<file path="src/rtl/uart_rx_param.sv">
// Parametrised UART receiver: synchroniser, 3-sample majority vote,
// false-start rejection, parity/framing/overrun flags, 4-phase req/ack.
module uart_rx_param #(
    parameter int DIV       = 1,
    parameter int OS        = 16,
    parameter int DATA_BITS = 8,
    parameter int PARITY    = 0,
    parameter int STOP_BITS = 1
) (
    input  logic                 clk,
    input  logic                 clr,
    input  logic                 rcv,
    input  logic                 ack,
    output logic                 req,
    output logic [DATA_BITS-1:0] data,
    output logic                 perr,
    output logic                 ferr,
    output logic                 overrun
);

    localparam int DW = (DIV > 1) ? $clog2(DIV) : 1;
    localparam int OW = $clog2(OS);
    localparam int IW = $clog2(DATA_BITS);

    localparam logic [DW-1:0] DIV_LAST = DW'(DIV - 1);
    localparam logic [OW-1:0] OS_LAST  = OW'(OS - 1);
    localparam logic [OW-1:0] V0       = OW'(OS / 2 - 1);
    localparam logic [OW-1:0] V1       = OW'(OS / 2);
    localparam logic [OW-1:0] V2       = OW'(OS / 2 + 1);
    localparam logic [IW-1:0] IDX_LAST = IW'(DATA_BITS - 1);
    localparam logic          HAS_PAR  = (PARITY != 0);
    localparam logic          ODD      = (PARITY == 2);
    localparam logic          STOP_LST = (STOP_BITS == 2);

    typedef enum logic [2:0] {
        S_IDLE,
        S_START,
        S_DATA,
        S_PAR,
        S_STOP,
        S_DONE
    } state_t;

    state_t state_q, state_d;

    logic                 sync_q, rs_q;
    logic [DW-1:0]        div_q;
    logic                 tick;
    logic                 ack_q;
    logic                 s0_q, s1_q;
    logic                 vote;
    logic                 vote_tick;
    logic                 wrap;

    logic [OW-1:0]        os_q, os_d;
    logic [IW-1:0]        idx_q, idx_d;
    logic                 stp_q, stp_d;
    logic [DATA_BITS-1:0] shf_q, shf_d;
    logic                 perr_int_q, perr_int_d;
    logic                 ferr_int_q, ferr_int_d;

    logic                 req_q, req_d;
    logic [DATA_BITS-1:0] data_q, data_d;
    logic                 perr_q, perr_d;
    logic                 ferr_q, ferr_d;
    logic                 ovr_q, ovr_d;

    // Two-flop synchroniser for the asynchronous serial line (idles high).
    always_ff @(posedge clk or posedge clr) begin
        if (clr) begin
            sync_q <= 1'b1;
            rs_q   <= 1'b1;
        end else begin
            sync_q <= rcv;
            rs_q   <= sync_q;
        end
    end

    assign tick = (div_q == DIV_LAST);

    // Free-running sample-tick divider.
    always_ff @(posedge clk or posedge clr) begin
        if (clr) begin
            div_q <= '0;
        end else begin
            div_q <= tick ? '0 : div_q + 1'b1;
        end
    end

    // Registered ack, used to qualify a new load.
    always_ff @(posedge clk or posedge clr) begin
        if (clr) begin
            ack_q <= 1'b0;
        end else begin
            ack_q <= ack;
        end
    end

    // Capture the two early vote samples around mid-bit.
    always_ff @(posedge clk or posedge clr) begin
        if (clr) begin
            s0_q <= 1'b1;
            s1_q <= 1'b1;
        end else if (tick) begin
            if (os_q == V0) s0_q <= rs_q;
            if (os_q == V1) s1_q <= rs_q;
        end
    end

    assign vote      = (s0_q & s1_q) | (s0_q & rs_q) | (s1_q & rs_q);
    assign vote_tick = tick && (os_q == V2);
    assign wrap      = tick && (os_q == OS_LAST);

    // State and datapath registers.
    always_ff @(posedge clk or posedge clr) begin
        if (clr) begin
            state_q    <= S_IDLE;
            os_q       <= '0;
            idx_q      <= '0;
            stp_q      <= 1'b0;
            shf_q      <= '0;
            perr_int_q <= 1'b0;
            ferr_int_q <= 1'b0;
            req_q      <= 1'b0;
            data_q     <= '0;
            perr_q     <= 1'b0;
            ferr_q     <= 1'b0;
            ovr_q      <= 1'b0;
        end else begin
            state_q    <= state_d;
            os_q       <= os_d;
            idx_q      <= idx_d;
            stp_q      <= stp_d;
            shf_q      <= shf_d;
            perr_int_q <= perr_int_d;
            ferr_int_q <= ferr_int_d;
            req_q      <= req_d;
            data_q     <= data_d;
            perr_q     <= perr_d;
            ferr_q     <= ferr_d;
            ovr_q      <= ovr_d;
        end
    end

    // Frame sequencing, vote consumption and consumer handshake.
    always_comb begin
        state_d    = state_q;
        os_d       = os_q;
        idx_d      = idx_q;
        stp_d      = stp_q;
        shf_d      = shf_q;
        perr_int_d = perr_int_q;
        ferr_int_d = ferr_int_q;
        req_d      = req_q;
        data_d     = data_q;
        perr_d     = perr_q;
        ferr_d     = ferr_q;
        ovr_d      = ovr_q;

        if (req_q && ack) begin
            req_d = 1'b0;
            ovr_d = 1'b0;
        end

        if (tick && state_q != S_IDLE && state_q != S_DONE) begin
            os_d = (os_q == OS_LAST) ? '0 : os_q + 1'b1;
        end

        unique case (state_q)
            S_IDLE: begin
                os_d = '0;
                if (tick && !rs_q) begin
                    state_d    = S_START;
                    idx_d      = '0;
                    stp_d      = 1'b0;
                    shf_d      = '0;
                    perr_int_d = 1'b0;
                    ferr_int_d = 1'b0;
                end
            end
            S_START: begin
                if (vote_tick && vote) begin
                    state_d = S_IDLE;
                    os_d    = '0;
                end else if (wrap) begin
                    state_d = S_DATA;
                end
            end
            S_DATA: begin
                if (vote_tick) begin
                    shf_d = {vote, shf_q[DATA_BITS-1:1]};
                end
                if (wrap) begin
                    if (idx_q == IDX_LAST) begin
                        state_d = HAS_PAR ? S_PAR : S_STOP;
                    end else begin
                        idx_d = idx_q + 1'b1;
                    end
                end
            end
            S_PAR: begin
                if (vote_tick) begin
                    perr_int_d = (((^shf_q) ^ vote) != ODD);
                end
                if (wrap) begin
                    state_d = S_STOP;
                end
            end
            S_STOP: begin
                if (vote_tick) begin
                    if (!vote) ferr_int_d = 1'b1;
                    if (stp_q == STOP_LST) begin
                        state_d = S_DONE;
                        os_d    = '0;
                    end
                end
                if (wrap && stp_q != STOP_LST) begin
                    stp_d = 1'b1;
                end
            end
            S_DONE: begin
                state_d = S_IDLE;
                os_d    = '0;
                if (!req_q && !ack_q) begin
                    req_d  = 1'b1;
                    data_d = shf_q;
                    perr_d = perr_int_q;
                    ferr_d = ferr_int_q;
                end else begin
                    ovr_d = 1'b1;
                end
            end
            default: begin
                state_d = S_IDLE;
                os_d    = '0;
            end
        endcase
    end

    assign req     = req_q;
    assign data    = data_q;
    assign perr    = perr_q;
    assign ferr    = ferr_q;
    assign overrun = ovr_q;

endmodule

</file>
<file path="config.mk">
export PLATFORM = sky130hd
export DESIGN_NAME = uart_rx_param
export DESIGN_NICKNAME = d
export VERILOG_FILES = /design/src/rtl/uart_rx_param.sv
export SDC_FILE = /design/constraint.sdc
export NUM_CORES = 1
export LEC_CHECK = 0
export CORE_UTILIZATION = 29
export DETAILED_ROUTE_END_ITERATION = 8
export REMOVE_ABC_BUFFERS = 1
export SLEW_MARGIN = 20
export SYNTH_ARGS = -nofsm -noshare
export SYNTH_HDL_FRONTEND = slang
export SYNTH_SLANG_ARGS = --single-unit
</file>
<file path="constraint.sdc">
create_clock -name clk -period 3.35 [get_ports clk]
set_input_delay 1.005 -clock clk [delete_from_list [all_inputs] [get_ports clk]]
set_output_delay 1.005 -clock clk [all_outputs]
set_load 0.1 [all_outputs]
</file>
==> flow_summary.yaml <==
sta:
  min_period_ps: 2010
  setup_viol: 0
  slew_headroom_pct: 43.9
  layout_worst_path_cycle_share_pct: 59.9
  rsz0062_at_grt: "no"
  report.final.hold_viol_count: 0
  drv_slew: 0
  clock-skew-final_ps: 8.72
  setup_tns_ps: 0
  tightestPinTransition_ps: 836
  fmax_mhz: 498
  fin_ws_ps: 1340
final_layout:
  layout-drive-gt1-share_pct: 22.2
  n_antenna_cell: 0
  layout.nets: 193
  multi_input_area_sq_um: 820
  final_cell_count_no_fill: 260
  area_growth_pct: 15.8
  seq_area_sq_um: 956
  fill_cells: 615
clock_network:
  holdBufCountCts: 0
  cts.sinks: 38
  cts_buffer_depth: 2
  clock_latency_ps: 290
  post-cts-setup-buffer-count: 0
  numCtsBuffers: 5
  tritoncts: "yes"
  clkTransAtPathRegs_ps: 70
  clockRootBuffer: "clkbuf_8"
  cts_max_level: 2
  ctsResizeCount: 0
worst_setup_path:
  critical-path-max-stage-delay_ps: 400
  path_buf_inv: 1
  path_delay_family: "flip-flops"
  endpoint_kind: "primary output"
  cp.required_ps: 2340
  worst_ep_arrival_time_ps: 1000
  crit_path_max_fanout: 4
  crit_chain: "buf_4"
  critPathLaunchType: "register"
  cp_slowest_cell: "dfrtp_1"
  path_class: "register to primary output"
pwr:
  switchingPower_mw: 0.366
  peakVddDrop_v: 0.000218
  total_power_mw: 1.24
  powerDensity_nw_per_um2: 578
  p_int_mw: 0.870
  clockPowerShare_pct: 30.7
  power.share.sequential_pct: 47.1
  p_leak_nw: 1.00
  sw_frac_of_total_pct: 29.6
  comb_power_share_pct: 22.3
synth:
  seq_area_frac_synth_pct: 51.7
  synth_cells: 167
  synth_edf_count: 0
  yosys-top-cells-area: "dfrtp_1 (46%), mux2_4 (7.3%), dfstp_2 (5.7%)"
  ys_types: 42
  synth.most_common_cell: "dfrtp_1"
  synth_top_area_share_pct: 46.0
  synth_common_cells: "dfrtp_1 (34), nand2_1 (23), o21ai_0 (16)"
  synth.avg_cell_area_sq_um: 11.1
  synth-main-ff-cell: "dfrtp_1"
  yosys.area.top_type: "dfrtp_1"
  synth-seq-cells: 38
  netlist_area_sq_um: 1850
  ys_async_sr_fraction_pct: 100
  yosysWarnings: 0
global_route:
  overflow: 0
  grt_pass1_vias: 1191
  grt_usage_pct: 11.3
  grt_max_degree: 17
  antenna_found_initial: 0
  grt_pass1_wl_um: 5600
route:
  via_per_inst: 4.63
  routedWlPerCell_um: 12.1
  vias: 1203
  drtIter0Drc: 47
  ant_nets: 0
  remaining_drc_errors: 0
  wl_um: 3150
  firstDrtPassIters: 4
run:
  maxCapViolCount: 0
floorplanning:
  die_area_sq_um: 6700
  start_util_pct: 30.7
  die_width_um: 81.8
  fp-row-count: 28
  die_y_um: 81.8
  io_pins: 16
  core-area_sq_um: 6030
outcome:
  status: "finished clean"
placed_design:
  gp_congestion: 0.754
  dp.cells: 252
  pre_cts_slack_ps: 1240
  place_hpwl_um: 2330
  port_buffers: 15
min_path:
  hold_path_class: "register to register"
==> state kept, by name, indices dropped and copies added, names as in the netlist <==
signal and cells:
stp_q 1, state_q 3, perr 1, ferr 1, sync_q 1, os_q 4
rs_q 1, ferr_int_q 1, req 1, perr_int_q 1, s0_q 1, data 8
s1_q 1, idx_q 3, overrun 1, shf_q 8, ack_q 1
==> cells in the final DEF, fill, tap and decap left out, types with 2 or more instances in the layout <==
master,instances
or3_1,2
or2_2,2
mux2i_1,5
nor3_2,2
nor3_1,2
xor2_1,2
o21ai_0,16
a31oi_1,3
clkbuf_8,5
ha_1,5
a21oi_1,3
xnor2_1,6
mux2_2,3
clkbuf_1,2
inv_1,8
buf_4,14
nor2_1,10
nand2b_1,2
nand2_1,23
mux2_4,9
dfrtp_1,34
nand3b_1,2
dfstp_2,4
clkdlybuf4s50_1,3
==> final timing paths <==
kind / from / cells after the start / endpoint / slack (ps)
min reg2reg: sync_q / 0 / rs_q / 360
max: req / 1 / req / 1340
min: sync_q / 0 / rs_q / 360
min in group asynchronous: clr / 2 / data[5] / 1070
max reg2reg: state_q[1] / 4 / data[7] / 1420
max in group asynchronous: clr / 3 / s1_q / 1620
==> per-layer routing <==
| metal | vias up | part of all wire, % | track usage (%) |
|---|---|---|---|
| met5 | - | 0 | 0 |
| met4 | 0 | 2.0 | 5.26 |
| met3 | 7 | 3.7 | 3.33 |
| met2 | 19 | 44 | 17.4 |
| met1 | 574 | 50 | 14.4 |
| li1 | 603 | - | - |
==> worst register-to-register path, delay by kind of cell, from the launching register on <==
family | cells | cell delay, ps
muxes | 1 | 410
DFF | 1 | 560
and+or+nand+nor | 3 | 850
==> cell families (layout without fill, tap and decap cells) <==
group | after synthesis | count (layout) | synth area share [%]
fa+ha+maj | 6 | 6 | 3.93
simple gates | 53 | 53 | 14.4
xor+xnor | 9 | 9 | 5.01
flops | 38 | 38 | 51.7
mux | 17 | 17 | 11.8
compound gates | 29 | 29 | 9.21
buf+inv | 15 | 33 | 3.93
==> final cells by class <==
type / count / share of cell area (%)
Sequential cell: 38 / 44.7
Multi-Input combinational cell: 114 / 38.3
Timing Repair Buffer: 17 / 6.31
Tap cell: 75 / 4.38
Clock buffer: 7 / 3.57
Clock inverter: 1 / 1.40
Inverter: 8 / 1.40
==> metrics by stage <==
step	hold slack (ps)	util [%]	instance area, sq um
2_1_floorplan	345	-	1810
3_3_place_gp	345	33.8	2030
3_5_place_dp	347	33.8	2030
4_1_cts	358	35.5	2140
5_1_grt	361	35.5	2140
6_report	356	35.5	2140
==> power groups by stage <==
stage                     logic [mW]  clock network [mW]  registers, mW
after floorplan                0.217                   0          0.582
after global placement         0.274                   0          0.591
after detailed placement       0.281                   0          0.592
after CTS                      0.282               0.389          0.583
after global routing           0.310               0.413          0.598
final                          0.275               0.379          0.582
(Power assumes the default switching activity.)
